==> config.mk <==
export PLATFORM = sky130hd
export DESIGN_NAME = adc_serial_sampler
export DESIGN_NICKNAME = d
export VERILOG_FILES = /design/src/rtl/adc_serial_sampler.sv
export SDC_FILE = /design/constraint.sdc
export NUM_CORES = 1
export LEC_CHECK = 0
export ABC_AREA = 1
export CORE_MARGIN = 1
export CORE_UTILIZATION = 23
export CTS_CLUSTER_SIZE = 12
export DETAILED_ROUTE_END_ITERATION = 16
export GPL_ROUTABILITY_DRIVEN = 0
export REMOVE_ABC_BUFFERS = 1
export SLEW_MARGIN = 10
export SYNTH_ARGS = -nofsm -noshare
export SYNTH_HDL_FRONTEND = slang
export SYNTH_SLANG_ARGS = --single-unit
==> constraint.sdc <==
create_clock -name clk -period 3.5 [get_ports clk]
set_clock_uncertainty 0.2 [all_clocks]
set_input_delay 0.7 -clock clk [delete_from_list [all_inputs] [get_ports clk]]
set_output_delay 0.7 -clock clk [all_outputs]
set_load 0.1 [all_outputs]
==> src/rtl/adc_serial_sampler.sv <==
// Serial ADC front end: runs CONVST/SCK/DIN/DOUT frames for an LTC2308-style part
// and averages 2^AVG_LOG2 12-bit conversions into one single-cycle-valid code.
`timescale 1ns/1ps
module adc_serial_sampler #(
  parameter int CLK_DIV     = 2,
  parameter int CONV_CYCLES = 80,
  parameter int AVG_LOG2    = 2
) (
  input  logic        clk,
  input  logic        reset,
  input  logic        enable,
  input  logic [2:0]  channel,
  input  logic        adc_dout,
  output logic        adc_convst,
  output logic        adc_sck,
  output logic        adc_din,
  output logic [11:0] sample,
  output logic        sample_valid,
  output logic        busy
);

  localparam int AW   = 12 + AVG_LOG2;
  localparam int NFRM = 1 << AVG_LOG2;

  localparam logic [15:0] HALF  = 16'(CLK_DIV - 1);
  localparam logic [15:0] LAST  = 16'(2 * CLK_DIV - 1);
  localparam logic [15:0] WLAST = 16'(CONV_CYCLES - 1);
  localparam logic [4:0]  FLAST = 5'(NFRM);

  typedef enum logic [2:0] {
    IDLE,
    CONV,
    WAIT,
    SHIFT,
    ACC,
    OUT
  } state_t;

  state_t         state;
  logic [15:0]    cnt;
  logic [3:0]     bcnt;
  logic [11:0]    shreg;
  logic [11:0]    din_sh;
  logic [AW-1:0]  acc;
  logic [4:0]     frm_cnt;
  logic [2:0]     ch_q;
  logic [2:0]     cfg_ch;
  logic           cfg_valid;
  logic           dummy;

  logic [11:0]    cfg_word;
  logic [AW-1:0]  acc_sum;
  logic [4:0]     frm_nxt;

  // Config word: single-ended, channel bits, unipolar, no sleep
  assign cfg_word = {1'b1, ch_q[0], ch_q[2], ch_q[1], 1'b1, 7'b0};
  assign acc_sum  = acc + AW'(shreg);
  assign frm_nxt  = frm_cnt + 5'd1;

  always_ff @(posedge clk or posedge reset) begin
    if (reset) begin
      state        <= IDLE;
      cnt          <= '0;
      bcnt         <= '0;
      shreg        <= '0;
      din_sh       <= '0;
      acc          <= '0;
      frm_cnt      <= '0;
      ch_q         <= '0;
      cfg_ch       <= '0;
      cfg_valid    <= 1'b0;
      dummy        <= 1'b0;
      adc_convst   <= 1'b0;
      adc_sck      <= 1'b0;
      adc_din      <= 1'b0;
      sample       <= '0;
      sample_valid <= 1'b0;
      busy         <= 1'b0;
    end else begin
      unique case (state)
        IDLE: begin
          if (enable) begin
            ch_q       <= channel;
            dummy      <= !cfg_valid || (channel != cfg_ch);
            cnt        <= '0;
            adc_convst <= 1'b1;
            busy       <= 1'b1;
            state      <= CONV;
          end
        end
        CONV: begin
          if (cnt == 16'd1) begin
            cnt        <= '0;
            adc_convst <= 1'b0;
            state      <= WAIT;
          end else begin
            cnt <= cnt + 16'd1;
          end
        end
        WAIT: begin
          if (cnt == WLAST) begin
            cnt     <= '0;
            bcnt    <= '0;
            adc_sck <= 1'b1;
            shreg   <= {shreg[10:0], adc_dout};
            adc_din <= cfg_word[11];
            din_sh  <= {cfg_word[10:0], 1'b0};
            state   <= SHIFT;
          end else begin
            cnt <= cnt + 16'd1;
          end
        end
        SHIFT: begin
          if (cnt == HALF) begin
            cnt     <= cnt + 16'd1;
            adc_sck <= 1'b0;
            adc_din <= din_sh[11];
            din_sh  <= {din_sh[10:0], 1'b0};
          end else if (cnt == LAST) begin
            cnt <= '0;
            if (bcnt == 4'd11) begin
              state <= ACC;
            end else begin
              bcnt    <= bcnt + 4'd1;
              adc_sck <= 1'b1;
              shreg   <= {shreg[10:0], adc_dout};
            end
          end else begin
            cnt <= cnt + 16'd1;
          end
        end
        ACC: begin
          cnt <= '0;
          if (dummy) begin
            dummy      <= 1'b0;
            cfg_valid  <= 1'b1;
            cfg_ch     <= ch_q;
            adc_convst <= 1'b1;
            state      <= CONV;
          end else if (frm_nxt == FLAST) begin
            sample       <= 12'(acc_sum >> AVG_LOG2);
            sample_valid <= 1'b1;
            state        <= OUT;
          end else begin
            acc        <= acc_sum;
            frm_cnt    <= frm_nxt;
            adc_convst <= 1'b1;
            state      <= CONV;
          end
        end
        OUT: begin
          acc          <= '0;
          frm_cnt      <= '0;
          sample_valid <= 1'b0;
          busy         <= 1'b0;
          state        <= IDLE;
        end
        default: state <= IDLE;
      endcase
    end
  end

endmodule

-- After elaboration in Yosys (flattened, before gate mapping)
Cells that the tools add are included.
- input port bits: 7
- flip-flop bits (word level): 91
- output and inout port bits: 17
- logic and storage cells: 121
- $add $sub $neg: 4
- bitwise operators: 1
- eq/ne operators: 25
- reduce and logical (&&, ||, !) cells: 22
- mux-type cells: 52
- operators by type and width (operator ; number):
    two-way mux 16 bit ; 5
    case mux 16 bit (5 select lines) ; 1
    two-way mux 12 bit ; 6
    case mux 12 bit (2 select lines) ; 2
    two-way mux 14 bit ; 2
    case mux 14 bit (2 select lines) ; 1
    two-way mux 3 bit ; 8
    != test 2 bit (second input constant) ; 11
    adder 16 x 1 -> 16 bit (second input constant) ; 1
    equality test 16 x 1 -> 1 bit (second input constant) ; 1
    equality test 16 x 2 -> 1 bit (second input constant) ; 1
    equality test 16 x 7 -> 1 bit (second input constant) ; 1
    two-way mux 4 bit ; 4
    case mux 3 bit (5 select lines) ; 1
    adder 14 x 12 -> 14 bit ; 1
    two-way mux 1 bit ; 12
    AND reduction 3 bit ; 4
    two-way mux 5 bit ; 2
    case mux 1 bit (2 select lines) ; 5
    case mux 5 bit (2 select lines) ; 1
    AND reduction 2 bit ; 5
    != test 3 bit (second input constant) ; 3
    case mux 4 bit (2 select lines) ; 1
    AND reduction 4 bit ; 2
    other kinds (18) ; 23

-- Longest topological paths before layout
Gate-level depths: netlist (run 1).
- depth after elaboration: 5
- depth in mapped cells: 12
- mapped depth without buffers: 11

-- Worst setup path after synthesis (run 1)
OpenSTA, ideal clock, no wires.
- path type: register to register
- from: register cnt[0]
- to: register shreg[1]
- arrival time: 1.620 ns
- slack: 1.563 ns
- stages on the path, launching flop included: 10
- library setup time: 0.117 ns
- cells stage by stage: dfrtp_1 ha_1 nand3_1 nor2_1 nand2_2 o21ai_4 nand3_4 buf_6 nand2_1 nand2_1
- cells in the longest elaborated chain, start to end: 3
- elaborated cells on any way between the ends: 7
- classes of those cells: eq/ne: 6; reduce/logical: 1
- ends and longest elaborated chain (item ; line ; source):
    start, declared ; 40 ; logic [15:0] cnt;
    start signal, assigned ; 97 ; cnt <= cnt + 16'd1;
    start signal, assigned ; 110 ; cnt <= cnt + 16'd1;
    start signal, assigned ; 115 ; cnt <= cnt + 16'd1;
    equality test 16 x 2 -> 1 bit, or another cell as far along ; 119 ; end else if (cnt == LAST) begin
    != test 2 bit (no line) ; -- ;
    AND reduction 5 bit (no line) (*) ; -- ;
    end signal, assigned ; 105 ; shreg <= {shreg[10:0], adc_dout};
    end signal, assigned ; 126 ; shreg <= {shreg[10:0], adc_dout};
    end, declared ; 42 ; logic [11:0] shreg;
Mark *: on every way between the ends. The rest lies on a longest branch, timed or not.
A chain may end at the register's enable or synchronous reset.

-- Worst setup path in the final report (run 1)
- from: register state[1]
- to: register sample[8]
- cells in the longest elaborated chain, start to end: 2
- ends and longest elaborated chain (item ; line ; source):
    start, declared ; 39 ; state_t state;
    start signal, assigned ; 62 ; state <= IDLE;
    start signal, assigned ; 88 ; state <= CONV;
    start signal, assigned ; 95 ; state <= WAIT;
    equality test 3 bit ; 80 ; unique case (state)
    AND reduction 3 bit (no line) ; -- ;
    end signal, assigned ; 141 ; sample <= 12'(acc_sum >> AVG_LOG2);
    end, declared ; 17 ; output logic [11:0] sample,
Every way passes these cells.

==> reports/metrics.yaml, run 1 <==
outcome:
  status: "complete, no violations"
pwr:
  power.density_nw_per_um2: 330
  p_leak_nw: 2.88
  vdd_drop_max_v: 0.000203
synth:
  ys_ff_latch: 83
  ys_async_sr_fraction_pct: 100
  synth_area_um2: 4880
  ys_warn_count: 0
  avgSynthCellArea_um2: 7.40
  synth-main-ff-cell: "dfrtp_1"
  yosysSeqAreaShare_pct: 42.5
  synth_edf_count: 0
  syn_inst: 660
  ys_types: 35
route:
  avgViaCountPerCell: 4.40
  ant_nets: 0
  route.detailed.drc: 0
  drtIter0Drc: 278
  wl_per_cell_um: 12.1
  wl_mm: 11.6
  first_pass_iters: 5
  vias: 4210
clock_tree:
  cts-buffers-inserted: 9
  htree_levels: 3
  cts_sinks: 83
  clock_latency_ns: 0.34
  cts_tree: "done"
  postCtsHoldBufs: 0
  post_cts_resized: 0
  clkTransAtPathRegs_ns: 0.06
  root_buffer: "clkbuf_16"
  post_cts.repair.setup_buffers: 0
  cts_buffer_depth: 2
timing:
  whs_ns: 0.254
  relSlewSlack_pct: 47.2
  drv_slew: 0
  setup_viol: 0
  fin_ws_ns: 0.941
  fin_tns_setup_ns: 0
  finalHoldViolations: 0
  worst_pin_slew_ns: 0.791
  grt_setup_unrepaired: "no"
  post-route-period-util_pct: 73.1
  fin_crit_ns: 2.56
  max_freq_mhz: 391
global_routing:
  first_global_vias: 3881
  grtUsageTotal_pct: 11.1
  antenna_found_initial: 0
  grt_pass1_wl_mm: 19.4
  grt_max_degree: 51
  gr-total-overflow: 0
placed_design:
  place_worst_setup_slack_ns: 0.911
  place.port_buffers: 23
  dp_hpwl_mm: 8.59
job:
  cap_violations: 0
worst_setup_path:
  worstSetupStartpointType: "flip-flop"
  cp-end-kind: "flip-flop"
  worstSetupPathType: "flip-flop to flip-flop"
  worstPathArrival_ns: 2.64
  cp_max_fo: 17
  cp.required_ns: 3.58
die:
  fp.dieW_um: 148
  start_util_pct: 23.8
  num_rows: 52
  io_pins: 24
  core_region_area_um2: 20500
  dieArea_um2: 21800
  die_h_um: 148
final_layout:
  fill_cells: 2239
  antenna_cells: 0
  drive_gt1_share_pct: 7.58
  nets: 707
  area_delta_synth_final_pct: 14.9
hold_path:
  hold_class: "flip-flop to flip-flop"
per-stage QoR:
stage          instances  util (%)  cell area, µm²  power, mW
3_3_place_gp         941      26.1            5350       1.02
4_1_cts              956      27.4            5610       1.88
5_1_grt              956      27.4            5610       1.92
3_5_place_dp         941      26.1            5350       1.02
2_1_floorplan        646         -            4800       1.00
6_report             956      27.4            5610       1.85
cells in the mapped netlist, types with 4 or more instances:
cell type	instances	area share [%]
buf_2	5	0.51
nor3_1	6	0.61
nand2_1	260	20
o211ai_1	5	0.77
a21oi_1	8	0.82
nand4_1	30	3.8
dfrtp_1	83	43
o21ai_0	25	2.6
nor2_1	45	3.5
xor2_1	12	2.2
inv_2	5	0.38
ha_1	17	4.4
inv_1	67	5.1
o21bai_1	6	0.92
nand3_1	50	5.1
clkbuf_1	4	0.31
cells in the final DEF, fill, tap and decap left out, types with 2 or more instances in the layout:
cell,count
a21oi_1,8
clkbuf_16,9
o211ai_1,5
buf_4,18
xor2_1,12
mux2_2,2
nor3_1,6
o2111ai_1,3
inv_1,66
ha_1,17
nand2_2,3
clkdlybuf4s50_1,6
xnor2_1,3
o21ai_0,25
nor2_4,2
dfrtp_1,83
nand3b_1,3
nor2_1,45
nand3_1,50
inv_2,5
clkinv_2,4
nand4_1,30
nand2_1,260
o21bai_1,6
registers in the layout, summed over array words and instances (netlist names), 3 cells and up:
register  cells
acc          14
bcnt          4
cfg_ch        3
ch_q          3
cnt          16
din_sh        4
frm_cnt       5
sample       12
shreg        12
state         3
power breakdown:
part / leakage, nW / internal [mW] / switching, mW / total (mW)
clock network: 0.128 / 0.474 / 0.377 / 0.850
registers: 1.13 / 0.962 / 0.00220 / 0.964
logic: 1.62 / 0.0107 / 0.0244 / 0.0351
total: 2.88 / 1.45 / 0.403 / 1.85
critical path, stage by stage (launching register included):
cell     delay (ns)
dfrtp_1        0.50
inv_1          0.28
nand3_1        0.18
nor2_1         0.18
nand4_2        0.43
inv_1          0.50
nand3_1        0.14
nand2_1        0.08
cell type report:
class / count / area, µm² / area share, %
sequential: 83 / 2080 / 37.0
inverter: 72 / 272 / 4.84
clock inverter: 5 / 31.3 / 0.558
timing repair buffer: 25 / 215 / 3.84
clock buffer: 10 / 229 / 4.08
multi-input combinational: 491 / 2450 / 43.6
tap: 270 / 338 / 6.02
cells by family (layout without fill, tap and decap cells):
group | after synthesis | count (layout) | synth area share, %
and+or+nand+nor | 405 | 405 | 35.7
buffers and inverters | 86 | 112 | 7.35
DFF | 83 | 83 | 42.5
AOI/OAI and AO/OA | 50 | 50 | 6.28
adders and majority gates | 18 | 18 | 4.76
xor gates and xnor gates | 15 | 15 | 2.69
muxes | 3 | 3 | 0.666
path summary, 6_finish.rpt:
check                                 startpoint                     to  slack, ns  depth (start not counted)
max reg2reg                 state[1]$_DFFE_PP0P_  sample[8]$_DFFE_PP0P_       0.94                          7
max                         state[1]$_DFFE_PP0P_  sample[8]$_DFFE_PP0P_       0.94                          7
max in group asynchronous                  reset   shreg[4]$_DFFE_PP0P_       1.89                          3
min                        cfg_valid$_DFFE_PP0P_  cfg_valid$_DFFE_PP0P_       0.25                          2
min in group asynchronous                  reset    cnt[14]$_DFFE_PP0P_       0.54                          2
min reg2reg                cfg_valid$_DFFE_PP0P_  cfg_valid$_DFFE_PP0P_       0.25                          2
per-layer routing:
layer,GRT usage (%),up-vias,wire (µm)
met2,16.5,75,4860
met5,0,-,0
li1,-,2169,-
met1,15.8,1956,6010
met3,2.13,10,539
met4,3.81,0,157
Power figures use the tool's default switching activity.
==> run 2: changes to the inputs <==
Clock period 3.5 ns to 2.1 ns, I/O delays scaled along.
==> run 2 against run 1 <==
Effect of this change: via count increased by 1.3%; fmax grew 31%; routed wire length down 0.58%; critical path type unchanged; combinational power is 80% higher; non-clock buffer count up 28; register-to-register slack lost 0.80 ns; clock power up 75%.
==> reports/metrics.yaml, run 2 (synthesized netlist as in run 1, its figures left out) <==
outcome:
  status: "complete, no violations"
route:
  wl_met1_mm: 5.91
  vias: 4264
  met2_length_mm: 5.01
  ant_nets: 0
  route.detailed.drc: 0
  first_pass_iters: 5
  maxUsedRoutingLayer: "met4"
  route.met3.wl_um: 442
  avgViaCountPerCell: 4.33
  wl_per_cell_um: 11.7
  wl_mm: 11.5
  drtIter0Drc: 228
placed_design:
  place_inst: 969
  dp_hpwl_mm: 8.63
  place.port_buffers: 23
die:
  io_pins: 24
  dieArea_um2: 21800
  fp.dieW_um: 148
  die_h_um: 148
  num_rows: 52
  start_util_pct: 23.8
  core_region_area_um2: 20500
clock_tree:
  cts_tree: "done"
  clock_latency_ns: 0.35
  cts-buffers-inserted: 9
  cts_sinks: 83
  htree_levels: 3
  clkTransAtPathRegs_ns: 0.07
  cts_buffer_depth: 2
  root_buffer: "clkbuf_16"
global_routing:
  grt_max_degree: 47
  gr-total-overflow: 0
  grt_pass1_wl_mm: 20.1
  antenna_found_initial: 0
  grtUsageTotal_pct: 11.4
  first_global_vias: 4111
worst_setup_path:
  worstSetupPathType: "flip-flop to flip-flop"
  worstPathArrival_ns: 2.03
  cp-end-kind: "flip-flop"
  cp.required_ns: 2.18
  cp_max_fo: 4
  worstSetupStartpointType: "flip-flop"
final_layout:
  nets: 735
  final_core_util_pct: 29.9
  final_common_cell: "nand2_1"
  final_cell_mix: "nand2_1, dfrtp_1, inv_1, nand3_1, nor2_1"
  regMostFlops: "cnt"
  antenna_cells: 0
  layoutNonFillerInstCount: 985
  area_delta_synth_final_pct: 25.4
  largestRegisters: "cnt: 16 flops, acc: 14 flops"
  largest_reg_flops: 16
  drive_gt1_share_pct: 12.2
  fill_cells: 2190
pwr:
  vdd_drop_max_v: 0.000297
  power.density_nw_per_um2: 516
  p_leak_nw: 3.10
timing:
  fin_crit_ns: 1.95
  finalHoldViolations: 0
  worst_pin_slew_ns: 0.421
  max_freq_mhz: 512
  drv_slew: 0
  whs_ns: 0.150
  setup_viol: 0
  grt_setup_unrepaired: "no"
  relSlewSlack_pct: 71.7
  post-route-period-util_pct: 93.1
hold_path:
  hold_class: "input pin to async pin"
job:
  cap_violations: 0
## run 2: what timing repair did
action                     in CTS  in global routing
hold buffers                    0                  0
setup endpoints to repair       0                 32
buffers inserted                0                  0
gates resized for setup         0                  7
## run 2: critical path, cell delays in order, from the launching register on
cell and delay [ns]:
dfrtp_1 0.38, ha_2 0.19, inv_1 0.05, fa_2 0.35
inv_2 0.07, nand3_1 0.08, nand3_2 0.12, nand2_1 0.06
nand2_1 0.08, xor2_1 0.19, nand2_1 0.07, nand2_1 0.06
## run 2: area by class of cell
type,instances,area (µm²),area share (%)
clock buffers,12,256,4.19
clock inverters,4,25.0,0.408
inverters,72,272,4.43
multi-input cells,491,2470,40.3
flip-flops and latches,83,2080,33.9
well taps,270,338,5.51
repair buffers,53,688,11.2
## run 2: final timing paths
| check | depth (start not counted) | endpoint | from | slack, ns |
|---|---|---|---|---|
| max | 11 | acc[6]$_DFFE_PP0P_ | shreg[0]$_DFFE_PP0P_ | 0.15 |
| min | 2 | cnt[10]$_DFFE_PP0P_ | reset | 0.15 |
| max reg2reg | 11 | acc[6]$_DFFE_PP0P_ | shreg[0]$_DFFE_PP0P_ | 0.15 |
| min reg2reg | 2 | cfg_valid$_DFFE_PP0P_ | cfg_valid$_DFFE_PP0P_ | 0.25 |
| max in group asynchronous | 3 | shreg[2]$_DFFE_PP0P_ | reset | 1.01 |
| min in group clk | 2 | cfg_valid$_DFFE_PP0P_ | cfg_valid$_DFFE_PP0P_ | 0.25 |
## run 2: stage by stage
| stage | instance area (µm²) | setup TNS, ns | setup WS (ns) | power [mW] |
|---|---|---|---|---|
| 4_1_cts | 6100 | 0 | 0.0135 | 3.21 |
| 3_5_place_dp | 5820 | 0 | 0.0283 | 1.70 |
| 6_report | 6130 | 0 | 0.146 | 3.16 |
| 3_3_place_gp | 5820 | 0 | 0.0590 | 1.70 |
| 5_1_grt | 6130 | 0 | 0.00136 | 3.27 |
| 2_1_floorplan | 4800 | -56.18 | -0.657 | 1.67 |
## run 2: where the power goes
| group | internal (mW) | total, mW | switching (mW) |
|---|---|---|---|
| sequential | 1.60 | 1.61 | 0.00313 |
| combinational | 0.0217 | 0.0633 | 0.0417 |
| clock | 0.862 | 1.49 | 0.632 |
| total | 2.49 | 3.16 | 0.676 |
## run 2: per-layer routing
layer | vias up | global-route usage (%)
met5 | - | 0
met4 | 0 | 3.61
met3 | 12 | 2.69
met2 | 72 | 17.3
met1 | 1940 | 15.9
li1 | 2240 | -
==> run 3: changes to the inputs <==
Settings changed: SLEW_MARGIN 10 to unset.
==> results of run 3 <==
Same layout as run 2: the final DEF is identical, and so are final timing and power.
